## src/rtl/lsu_pkg.sv

```systemverilog
// Shared funct3 encodings, FSM state type and request decode helper for the load/store unit.
package lsu_pkg;

    localparam logic [2:0] F3_LB  = 3'b000;
    localparam logic [2:0] F3_LH  = 3'b001;
    localparam logic [2:0] F3_LW  = 3'b010;
    localparam logic [2:0] F3_LBU = 3'b100;
    localparam logic [2:0] F3_LHU = 3'b101;
    localparam logic [2:0] F3_SB  = 3'b000;
    localparam logic [2:0] F3_SH  = 3'b001;
    localparam logic [2:0] F3_SW  = 3'b010;

    typedef enum logic [1:0] {
        ST_IDLE,
        ST_RD,
        ST_RMW_RD,
        ST_WR
    } lsu_state_e;

    function automatic logic f3_illegal(input logic write, input logic [2:0] funct3);
        logic bad;
        if (write) begin
            bad = (funct3 != F3_SB) && (funct3 != F3_SH) && (funct3 != F3_SW);
        end else begin
            bad = (funct3 != F3_LB) && (funct3 != F3_LH) && (funct3 != F3_LW) &&
                  (funct3 != F3_LBU) && (funct3 != F3_LHU);
        end
        return bad;
    endfunction

endpackage

```

## src/rtl/lsu_lane_align.sv

```systemverilog
// Combinational lane logic: extract/extend load data and merge sub-word store data into a read word.
module lsu_lane_align
    import lsu_pkg::*;
(
    input  logic [31:0] rdata_i,
    input  logic [1:0]  lane_i,
    input  logic [2:0]  funct3_i,
    input  logic [15:0] wdata_i,
    output logic [31:0] load_data_o,
    output logic [31:0] merge_data_o
);

    logic [7:0]  byte_sel;
    logic [15:0] half_sel;

    always_comb begin
        byte_sel = rdata_i[8*lane_i +: 8];
        half_sel = lane_i[1] ? rdata_i[31:16] : rdata_i[15:0];
    end

    always_comb begin
        load_data_o = '0;
        case (funct3_i)
            F3_LB:   load_data_o = {{24{byte_sel[7]}}, byte_sel};
            F3_LH:   load_data_o = {{16{half_sel[15]}}, half_sel};
            F3_LW:   load_data_o = rdata_i;
            F3_LBU:  load_data_o = {24'b0, byte_sel};
            F3_LHU:  load_data_o = {16'b0, half_sel};
            default: load_data_o = '0;
        endcase
    end

    always_comb begin
        merge_data_o = rdata_i;
        case (funct3_i)
            F3_SB: merge_data_o[8*lane_i +: 8] = wdata_i[7:0];
            F3_SH: begin
                if (lane_i[1]) begin
                    merge_data_o[31:16] = wdata_i;
                end else begin
                    merge_data_o[15:0] = wdata_i;
                end
            end
            default: merge_data_o = rdata_i;
        endcase
    end

endmodule

```

## src/rtl/load_store_unit.sv

```systemverilog
// RV32I memory-stage load/store unit with read-modify-write for sub-word stores.
// Optional misalignment faulting when LSU_MISALIGN_CHECK_EN is defined.
module load_store_unit
    import lsu_pkg::*;
#(
    parameter int ADDR_W = 32
) (
    input  logic              clk,
    input  logic              rst_n,
    input  logic              req_valid,
    input  logic              req_write,
    input  logic [2:0]        req_funct3,
    input  logic [ADDR_W-1:0] req_addr,
    input  logic [31:0]       req_wdata,
    output logic              req_ready,
    output logic              resp_valid,
    output logic [31:0]       resp_rdata,
    output logic              err,
    output logic [ADDR_W-1:0] mem_adr,
    output logic [31:0]       mem_wd,
    output logic              mem_write,
    input  logic [31:0]       mem_rd
);

    lsu_state_e        state_q, state_d;
    logic [ADDR_W-1:0] addr_q, addr_d;
    logic [15:0]       wdata_q, wdata_d;
    logic [2:0]        f3_q, f3_d;
    logic [31:0]       mem_wd_q, mem_wd_d;
    logic [31:0]       resp_rdata_q, resp_rdata_d;
    logic              resp_valid_q, resp_valid_d;
    logic              err_q, err_d;

    logic              accept;
    logic              misalign;
    logic              acc_err;
    logic [31:0]       load_data;
    logic [31:0]       merge_data;

    // Misalignment decode keys off funct3[1:0]: 01 = halfword, 10 = word for both loads and stores.
`ifdef LSU_MISALIGN_CHECK_EN
    always_comb begin
        misalign = ((req_funct3[1:0] == 2'b01) && req_addr[0]) ||
                   ((req_funct3[1:0] == 2'b10) && (req_addr[1:0] != 2'b00));
    end
`else
    always_comb begin
        misalign = 1'b0;
    end
`endif

    always_comb begin
        accept  = req_valid && req_ready;
        acc_err = f3_illegal(req_write, req_funct3) || misalign;
    end

    always_ff @(posedge clk or negedge rst_n) begin
        if (!rst_n) begin
            state_q <= ST_IDLE;
        end else begin
            state_q <= state_d;
        end
    end

    always_comb begin
        state_d = state_q;
        case (state_q)
            ST_IDLE: begin
                if (accept) begin
                    if (acc_err) begin
                        state_d = ST_IDLE;
                    end else if (!req_write) begin
                        state_d = ST_RD;
                    end else if (req_funct3 == F3_SW) begin
                        state_d = ST_WR;
                    end else begin
                        state_d = ST_RMW_RD;
                    end
                end
            end
            ST_RD:     state_d = ST_IDLE;
            ST_RMW_RD: state_d = ST_WR;
            ST_WR:     state_d = ST_IDLE;
            default:   state_d = ST_IDLE;
        endcase
    end

    always_comb begin
        req_ready = (state_q == ST_IDLE);
        mem_write = (state_q == ST_WR);
    end

    lsu_lane_align u_lane_align (
        .rdata_i      (mem_rd),
        .lane_i       (addr_q[1:0]),
        .funct3_i     (f3_q),
        .wdata_i      (wdata_q),
        .load_data_o  (load_data),
        .merge_data_o (merge_data)
    );

    // Only the low halfword of store data is kept; SW data goes straight into mem_wd at acceptance.
    always_comb begin
        addr_d       = addr_q;
        wdata_d      = wdata_q;
        f3_d         = f3_q;
        mem_wd_d     = mem_wd_q;
        resp_rdata_d = resp_rdata_q;
        resp_valid_d = 1'b0;
        err_d        = 1'b0;
        case (state_q)
            ST_IDLE: begin
                if (accept) begin
                    addr_d  = req_addr;
                    wdata_d = req_wdata[15:0];
                    f3_d    = req_funct3;
                    if (acc_err) begin
                        resp_valid_d = 1'b1;
                        err_d        = 1'b1;
                        resp_rdata_d = '0;
                    end else if (req_write && (req_funct3 == F3_SW)) begin
                        mem_wd_d = req_wdata;
                    end
                end
            end
            ST_RD: begin
                resp_rdata_d = load_data;
                resp_valid_d = 1'b1;
            end
            ST_RMW_RD: begin
                mem_wd_d = merge_data;
            end
            ST_WR: begin
                resp_rdata_d = '0;
                resp_valid_d = 1'b1;
            end
            default: ;
        endcase
    end

    always_ff @(posedge clk or negedge rst_n) begin
        if (!rst_n) begin
            addr_q       <= '0;
            wdata_q      <= '0;
            f3_q         <= '0;
            mem_wd_q     <= '0;
            resp_rdata_q <= '0;
            resp_valid_q <= 1'b0;
            err_q        <= 1'b0;
        end else begin
            addr_q       <= addr_d;
            wdata_q      <= wdata_d;
            f3_q         <= f3_d;
            mem_wd_q     <= mem_wd_d;
            resp_rdata_q <= resp_rdata_d;
            resp_valid_q <= resp_valid_d;
            err_q        <= err_d;
        end
    end

    always_comb begin
        mem_adr    = {addr_q[ADDR_W-1:2], 2'b00};
        mem_wd     = mem_wd_q;
        resp_rdata = resp_rdata_q;
        resp_valid = resp_valid_q;
        err        = err_q;
    end

endmodule

```

## config.mk

```make
export PLATFORM = sky130hd
export DESIGN_NAME = load_store_unit
export DESIGN_NICKNAME = d
export VERILOG_FILES = /design/src/rtl/lsu_pkg.sv /design/src/rtl/lsu_lane_align.sv /design/src/rtl/load_store_unit.sv
export SDC_FILE = /design/constraint.sdc
export NUM_CORES = 1
export LEC_CHECK = 0
export ABC_AREA = 1
export CAP_MARGIN = 30
export CORE_AREA = 10 10 146 148
export DETAILED_ROUTE_END_ITERATION = 16
export DIE_AREA = 0 0 156 158
export PLACE_DENSITY_LB_ADDON = 0.25
export SYNTH_ARGS = -nofsm -noshare
export SYNTH_HDL_FRONTEND = slang
export SYNTH_HIERARCHICAL = 1
export SYNTH_SLANG_ARGS = --single-unit
```

## constraint.sdc

```tcl
create_clock -name clk -period 5.5 [get_ports clk]
set_clock_uncertainty 0.2 [all_clocks]
set_input_delay 0.55 -clock clk [delete_from_list [all_inputs] [get_ports clk]]
set_output_delay 0.55 -clock clk [all_outputs]
set_load 0.02 [all_outputs]
```

==> impl_results.md <==
- CTS buffer count: 17
- TNS Setup: 0 ns
- Mux share of post-synthesis cell area: 0%
- CP Class: reg -> out
- Max Cap Viol: 0
- Layout overhead on the synthesized area: 33.9%
- I/O Pins: 203
- Fin. max-slew vios: 0
- Later-pin clock latency in the skew report: 0.43 ns
- Synth warn: 6
- Static leakage: 4.95 nW
- GR Overflow Total: 0
- Worst R2R End: mem_wd[0]
- Register-to-register setup slack: 2.88 ns
- Fillers: 1788
- Worst Setup End Kind: primary output
- Vias in the first global route: 6952
- Post-CTS setup buffers: 0
- Max IR drop VDD: 0.000253 V
- Max layer used: met4
- Post-CTS Hold Fix Bufs: 0
- Slew @ Worst Pin: 0.858 ns
- Core area: 18500 sq um
- Slew margin rel.: 42.8%
- Die width: 156 um
- Final cycle utilization of the critical path: 56.8%
- Worst Path Arrival: 2.37 ns
- Post-Synth XOR/XNOR Area: 0%
- Synth Area in Compound Gates: 5.08%
- Status: completed
- Crit-path max FO: 51
- DRT met1 WL: 10400 um
- Root Driver: clkbuf_16
- Detailed-route DRC error count: 0
- Worst endpoint required time: 4.75 ns
- Starting DRC count in detailed routing: 591
- Initial Util: 39.0%
- Simple-Gate Fraction of Synth Area: 41.0%
- Min Tclk post-route: 3.12 ns
- Worst R2R Path Depth: 11
- Die Ht: 158 um
- R2R Path Start: addr_q[0]
- Final Hold Viols: 0
- Pin count of the biggest net entering global routing: 67
- Most frequent cells in the layout: 409 x nand2_1, 198 x clkdlybuf4s50_1, 189 x nand3_1, 119 x dfrtp_1, 63 x inv_1
- Clk sinks: 119
- Total number of vias: 7230
- Ratio of cells with drive above 1 in the final layout: 6.67%
- PwrDens: 611 nW/um^2
- Drt pass-1 iters: 6
- Setup WS post-layout: 2.38 ns
- Critical Path Start Type: register
- Post-route ant nets: 0
- Die area: 24600 sq um
- RSZ-0062 raised after global routing: false
- Clk slew on worst S/H paths: 0.06 ns
- Worst slack, placed: 2.82 ns
- Routed wire length on met2: 11800 um
- Gr usage total: 19.6%
- Netlist cell types: 30
- Worst hold path class: in -> async
- Largest family of logic cells by synthesized area: simple AND/OR/NAND/NOR gates
- Routed vias/inst: 5.04
- Cell count after synthesis: 1050
- Drt total wl: 24500 um
- # nets final: 1295
- Area of placed instances: 9050 sq um
- Initial antenna violation count: 0
- Seq/Total Area, Yosys: 41.4%
- Max frequency: 320 MHz
- H-tree lvl count: 4
- Avg Cell Area, Syn: 6.85 sq um
- Final Wtd Congestion: 0.966
- Cell area after layout: 9640 sq um
- TritonCTS clock tree: yes
- DP HPWL: 18300 um
- Fin Hold WS: 0.0185 ns
- Diode count: 0
- PostCTS Resize Cnt: 0
- Setup-failing EPs final: 0
- Commonest non-fill, non-tap cell in the layout: nand2_1
- Buffers on Ports: 200
- Synthesized cell area: 7200 sq um
- First-pass GRT wire length: 38100 um
- Post-Synth Adder-Cell Area: 0.869%
- Rows: 50
- Worst Setup SP: state_q[1]
- DR WL met3: 1820 um
- Avg WL per Cell: 17.1 um
- Synth Register Bits: 119
- Max clock buf depth: 2
[layout make-up]
type | instances | area (sq um) | share of cell area, %
tap | 234 | 293 | 3.04
clock inverter | 13 | 145 | 1.51
sequential | 119 | 2980 | 30.9
multi-input combinational | 767 | 3390 | 35.2
inverter | 69 | 262 | 2.71
clock buffer | 19 | 443 | 4.60
timing repair buffer | 213 | 2130 | 22.1
[metal layers]
metal  global-route usage (%)  vias to the layer above
li1                         -                     3579
met1                     25.3                     3378
met2                     31.3                      238
met3                     5.18                       35
met4                     6.65                        0
met5                        0                        -
[worst max-delay path: stages (launching register included)]
cell,delay (ns)
dfrtp_1,0.35
buf_4,0.25
nor2_4,0.14
buf_4,0.46
clkdlybuf4s50_1,0.71
[worst max-delay path by stage]
stage / to
after CTS: req_ready
after global placement: mem_wd[5]
after global routing: req_ready
after floorplan: mem_wd[3]
after detailed placement: req_ready
final: req_ready
[cell families after synthesis]
| group | after synthesis |
|---|---|
| DFF | 119 |
| and+or+nand+nor | 694 |
| buffers and inverters | 165 |
| adders and majority gates | 5 |
| other | 1 |
| AOI/OAI and AO/OA | 66 |
[per-stage QoR]
stage	instances	util, %	total power, mW
global placement	1399	48.7	4.73
detailed placement	1402	49.0	4.80
finish	1434	52.2	5.89
CTS	1434	52.2	5.94
floorplan	1051	-	3.71
global route	1434	52.2	6.33
[registers in the layout (all words and copies together) (netlist names)]
register    count
addr_q         32
mem_wd         32
resp_rdata     32
wdata_q        16
f3_q            3
state_q         2
err             1
resp_valid      1
[where the power goes]
part,switching (mW),total [mW],internal (mW)
clock network,0.433,1.11,0.682
registers,0.271,1.55,1.28
logic,2.02,3.22,1.21
total,2.72,5.89,3.17
[cell usage after synthesis, drive strengths merged]
cell | n | area, sq um
nand2 | 413 | 1560
nand3 | 191 | 966
dfrtp | 119 | 2980
buf | 81 | 519
nor2 | 72 | 320
inv | 69 | 262
o21ai | 42 | 221
a21oi | 16 | 83.8
clkbuf | 15 | 56.3
nor3 | 14 | 75.1
o211ai | 7 | 52.6
ha | 5 | 62.6
nand4 | 3 | 18.8
and2 | 1 | 8.76
conb | 1 | 3.75
o31ai | 1 | 7.51
Note: power is estimated with default switching activity, not from simulation.
